**src/rtl/fetch_queue.sv**
```systemverilog
// rtl/fetch_queue.sv - multi-slot circular fetch queue; optional 0-cycle bypass under FETCH_QUEUE_BYPASS_EN
module fetch_queue #(
  parameter int IN_WIDTH  = 2,
  parameter int OUT_WIDTH = 2,
  parameter int DEPTH     = 16,
  parameter int DATA_W    = 64
) (
  input  logic                           clk,
  input  logic                           reset,
  input  logic                           flush,
  input  logic [IN_WIDTH-1:0]            in_valid,
  input  logic [IN_WIDTH*DATA_W-1:0]     in_data,
  output logic                           in_allowin,
  output logic [OUT_WIDTH-1:0]           out_valid,
  output logic [OUT_WIDTH*DATA_W-1:0]    out_data,
  input  logic                           out_ready,
  output logic [$clog2(DEPTH+1)-1:0]     count
);

  localparam int PW = (DEPTH > 1) ? $clog2(DEPTH) : 1;
  localparam int CW = $clog2(DEPTH + 1);
`ifdef FETCH_QUEUE_BYPASS_EN
  localparam int BYP_W = (IN_WIDTH < OUT_WIDTH) ? IN_WIDTH : OUT_WIDTH;
`endif

  logic [DATA_W-1:0] mem_q [DEPTH];
  logic [PW-1:0]     head_q, head_d;
  logic [PW-1:0]     tail_q, tail_d;
  logic [CW-1:0]     count_q, count_d;
  logic [CW-1:0]     n_in, n_out, n_pop, n_skip, n_wr;
  logic              push, pop;
  logic              in_valid_contig;

  assign count = count_q;

  // Admission depends only on registered occupancy so it never waits on the consumer
  always_comb begin
    in_allowin = (CW'(DEPTH) - count_q) >= CW'(IN_WIDTH);
  end

  // Number of offered input instructions
  always_comb begin
    n_in = '0;
    for (int i = 0; i < IN_WIDTH; i++) begin
      n_in = n_in + CW'(in_valid[i]);
    end
  end

  assign push = in_allowin & (|in_valid) & ~flush;
  assign pop  = out_ready & ~flush;

  // Present the oldest entries; with bypass on an empty queue, inputs go straight out
  always_comb begin
    out_valid = '0;
    out_data  = '0;
    for (int i = 0; i < OUT_WIDTH; i++) begin
      out_valid[i]                 = (CW'(i) < count_q) & ~flush;
      out_data[i*DATA_W +: DATA_W] = mem_q[head_q + PW'(i)];
    end
`ifdef FETCH_QUEUE_BYPASS_EN
    if ((count_q == '0) && !flush) begin
      for (int i = 0; i < BYP_W; i++) begin
        out_valid[i]                 = in_valid[i];
        out_data[i*DATA_W +: DATA_W] = in_data[i*DATA_W +: DATA_W];
      end
    end
`endif
  end

  // Number of slots presented this cycle
  always_comb begin
    n_out = '0;
    for (int i = 0; i < OUT_WIDTH; i++) begin
      n_out = n_out + CW'(out_valid[i]);
    end
  end

  // Split the handshake into entries leaving storage, entries skipped by bypass, entries written
  always_comb begin
    n_pop  = pop ? n_out : '0;
    n_skip = '0;
`ifdef FETCH_QUEUE_BYPASS_EN
    if ((count_q == '0) && !flush) begin
      n_pop = '0;
      if (pop) begin
        n_skip = n_out;
      end
    end
`endif
    n_wr = push ? (n_in - n_skip) : '0;
  end

  // Pointer and occupancy update; flush wins over any push or pop
  always_comb begin
    head_d  = head_q + PW'(n_pop);
    tail_d  = tail_q + PW'(n_wr);
    count_d = count_q + n_wr - n_pop;
    if (flush) begin
      head_d  = '0;
      tail_d  = '0;
      count_d = '0;
    end
  end

  // Control state with asynchronous clear
  always_ff @(posedge clk or posedge reset) begin
    if (reset) begin
      head_q  <= '0;
      tail_q  <= '0;
      count_q <= '0;
    end else begin
      head_q  <= head_d;
      tail_q  <= tail_d;
      count_q <= count_d;
    end
  end

  // Payload storage is never reset; slots written in order starting at tail
  always_ff @(posedge clk) begin
    for (int j = 0; j < IN_WIDTH; j++) begin
      if (push && in_valid[j] && (CW'(j) >= n_skip)) begin
        mem_q[tail_q + PW'(CW'(j) - n_skip)] <= in_data[j*DATA_W +: DATA_W];
      end
    end
  end

  assign in_valid_contig = ((in_valid & (in_valid + IN_WIDTH'(1))) == '0);

  a_in_valid_contig: assert property (@(posedge clk) disable iff (reset) in_valid_contig);

endmodule

```
**config.mk**
```make
export PLATFORM = sky130hd
export DESIGN_NAME = fetch_queue
export DESIGN_NICKNAME = d
export VERILOG_FILES = /design/src/rtl/fetch_queue.sv
export SDC_FILE = /design/constraint.sdc
export NUM_CORES = 2
export LEC_CHECK = 0
export ABC_CLOCK_PERIOD_IN_PS = 9600
export CAP_MARGIN = 20
export CORE_MARGIN = 8
export CORE_UTILIZATION = 56
export DETAILED_ROUTE_END_ITERATION = 8
export PLACE_DENSITY = 0.78
export SLEW_MARGIN = 20
export SYNTH_ARGS = -nofsm -noshare
export SYNTH_HDL_FRONTEND = slang
export SYNTH_SLANG_ARGS = --single-unit
```
**constraint.sdc**
```tcl
create_clock -name clk -period 9.6 [get_ports clk]
set_clock_uncertainty 0.2 [all_clocks]
set_input_delay 1.44 -clock clk [delete_from_list [all_inputs] [get_ports clk]]
set_output_delay 1.44 -clock clk [all_outputs]
set_load 0.03 [all_outputs]
```
==> impl_metrics.tcl <==
set metrics [dict create \
    ys_ff_latch 1037 \
    ys_seq_area_frac 0.5178 \
    clockBufferDepth 3 \
    worstMarginPinSlew_ps 1190 \
    vias 35400 \
    clock.fmax_ghz 0.1471 \
    ant_nets 0 \
    use_met3 0.06057 \
    status "completed" \
    endpoint_kind "output port" \
    drt-wirelength-per-cell_um 36.84 \
    r2r_cells 8 \
    syn_nets 3390 \
    powerDensity_nw_per_um2 199.5 \
    ff2ff_setup_slack_ps 4820 \
    ys_types 53 \
    numCtsBuffers 111 \
    drv_slew 0 \
    ctsResizeCount 0 \
    path_buf_inv 3 \
    grt.busiest_layer "met2" \
    placed_area_um2 63710 \
    drc 0 \
    crit_type "register to output port" \
    fin_crit_ps 6798 \
    io_pins 270 \
    tns_ps 0 \
    postSynthCellCount 3235 \
    min-delay-start "count[0]" \
    grt_pass1_wl_um 257800 \
    synth.avg_cell_area_um2 18.55 \
    clkTransAtPathRegs_ps 60 \
    row_count 120 \
    initial_utilization 0.5622 \
    layout_commonest_cell "edfxtp_1" \
    hold_class "register to register" \
    final_cell_mix "1024 x edfxtp_1, 893 x mux2_2, 640 x mux4_2, 269 x clkdlybuf4s50_1, 123 x mux2_1" \
    leakagePower_nw 20.87 \
    grtUsageMet1 0.3969 \
    finalSetupViolCount 0 \
    tritoncts "built" \
    slew_headroom 0.2065 \
    root_buffer "clkbuf_16" \
    hold_viol 0 \
    netlist_area_um2 60020 \
    clkLatencyLatePin_ps 680 \
    die_w_um 343.4 \
    crit_slowest_cell "dfrtp_4" \
    postCtsHoldBufs 0 \
    r2r-start "count[1]" \
    hpwl_um 96660 \
    cts.sinks 1037 \
    startpoint_type "register" \
    cp_cell_sequence "buf_4 -> buf_4 -> mux4_2 -> mux4_2 -> clkdlybuf4s50_1" \
    min_path_cells 2 \
    die_area_um2 117900 \
    ir_drop_mv 0.1699 \
    post-cts-setup-buffer-count 0 \
    synth-edff-count 1024 \
    async_flop_share 0.01254 \
    vias_per_cell 7.327 \
    r2r_end "mem_q[8][53]" \
    drt_iter0_drc 4876 \
    postLayoutCellArea_um2 67270 \
    finish.utilization 0.6301 \
    grt_start_max_net_pins 139 \
    hold_end "count[0]" \
    grt_overflow 0 \
    htree_levels 3 \
    required_ps 7960 \
    grt_pass1_vias 37640 \
    grtUsageMet2 0.4933 \
    critPathMaxFanout 54 \
    drv_cap 0 \
    critPathTopFamily "buffers and inverters" \
    period_share 0.7081 \
    core_area_um2 106800 \
    yosysWarnings 0 \
    antenna_found_initial 27 \
    crit_path_max_incr_delay_ps 1010 \
    cp_data_arrival_time_ps 5160 \
    gp_routability_congestion 0.8086 \
    synthFlopType "edfxtp_1" \
    firstDrtPassIters 5 \
    routed_wl_um 178000 \
    track_usage 0.2994 \
    portBuffers 269 \
    drive_above_1_share 0.5337 \
    dieHeight_um 343.4 \
    rsz0062_at_grt "no" \
    syn2layout_area_growth_pct 12.08 \
    final_nets 3473 \
]
report_power, final:
part           leakage [nW]  internal (mW)  total, mW  switching, mW
sequential             9.40           5.14       5.25          0.112
clock                  1.71           2.41       4.20           1.79
combinational          9.75           1.90       3.96           2.06
total                  20.9           9.45       13.4           3.97
worst min-delay path: stages (launching register included):
cell,delay (ps)
dfrtp_1,460
ha_1,170
nor2b_1,110
flip-flops by register name, indices dropped and copies added (netlist names):
| register | flops |
|---|---|
| head_q | 4 |
| count | 5 |
| tail_q | 4 |
| mem_q | 1024 |
routing by layer:
metal / vias up / part of all wire
met1: 18680 / 0.36
met3: 398 / 0.12
met5: - / 0.00033
met2: 2453 / 0.49
li1: 13860 / -
met4: 10 / 0.037
worst max-delay path by stage:
| stage | from | endpoint | slack (ps) | cells after the start |
|---|---|---|---|---|
| 5_1_grt | head_q[0] | out_data[83] | 2520 | 5 |
| 3_3_place_gp | head_q[0] | out_data[84] | 3560 | 5 |
| 4_1_cts | head_q[0] | out_data[83] | 2730 | 5 |
| 2_1_floorplan | in_valid[0] | mem_q[13][0] | 430 | 5 |
| 3_5_place_dp | head_q[0] | out_data[83] | 3490 | 5 |
| 6_report | head_q[0] | out_data[83] | 2800 | 5 |
layout make-up:
class	instances	area, um^2
Antenna cell	18	45.04
Clock buffer	136	2914
Clock inverter	69	594.3
Fill cell	7215	39490
Inverter	15	56.30
Multi-Input combinational cell	1799	27400
Sequential cell	1037	31090
Tap cell	1403	1755
Timing Repair Buffer	354	3410
logic make-up (layout without fill, tap and decap cells):
| family | after synthesis | after routing | synth area share |
|---|---|---|---|
| mux | 1667 | 1667 | 0.4336 |
| buf+inv | 399 | 574 | 0.03094 |
| fa+ha+maj | 21 | 21 | 0.004878 |
| compound gates | 46 | 46 | 0.005462 |
| simple gates | 56 | 56 | 0.005941 |
| other cells | 0 | 18 | 0 |
| xor+xnor | 9 | 9 | 0.001439 |
| flops | 1037 | 1037 | 0.5178 |
metrics by stage:
stage / std cells / hold WS, ps / worst slack (ps) / power [mW]
6_report: 4831 / 578.5 / 2802 / 13.42
4_1_cts: 4813 / 559.2 / 2735 / 13.46
5_1_grt: 4824 / 620.2 / 2521 / 13.80
3_5_place_dp: 4608 / 551.4 / 3487 / 9.286
2_1_floorplan: 3235 / 408.4 / 426.4 / 8.048
3_3_place_gp: 4608 / 519.0 / 3561 / 9.209
synthesized netlist by cell type (all sizes together), types with 6 or more instances:
| master | instances | area (um^2) |
|---|---|---|
| a21oi | 9 | 52.55 |
| o21ai | 19 | 106.4 |
| edfxtp | 1024 | 30750 |
| nand3 | 8 | 40.04 |
| mux4 | 640 | 14410 |
| clkbuf | 183 | 686.9 |
| buf | 201 | 1114 |
| ha | 17 | 212.7 |
| dfrtp | 13 | 325.3 |
| nor3 | 6 | 41.29 |
| xnor2 | 7 | 68.82 |
| mux2 | 1025 | 11580 |
| nor2b | 8 | 50.05 |
| o211ai | 10 | 103.9 |
| inv | 15 | 56.30 |
| nor2 | 11 | 41.29 |
(Power assumes the default switching activity.)
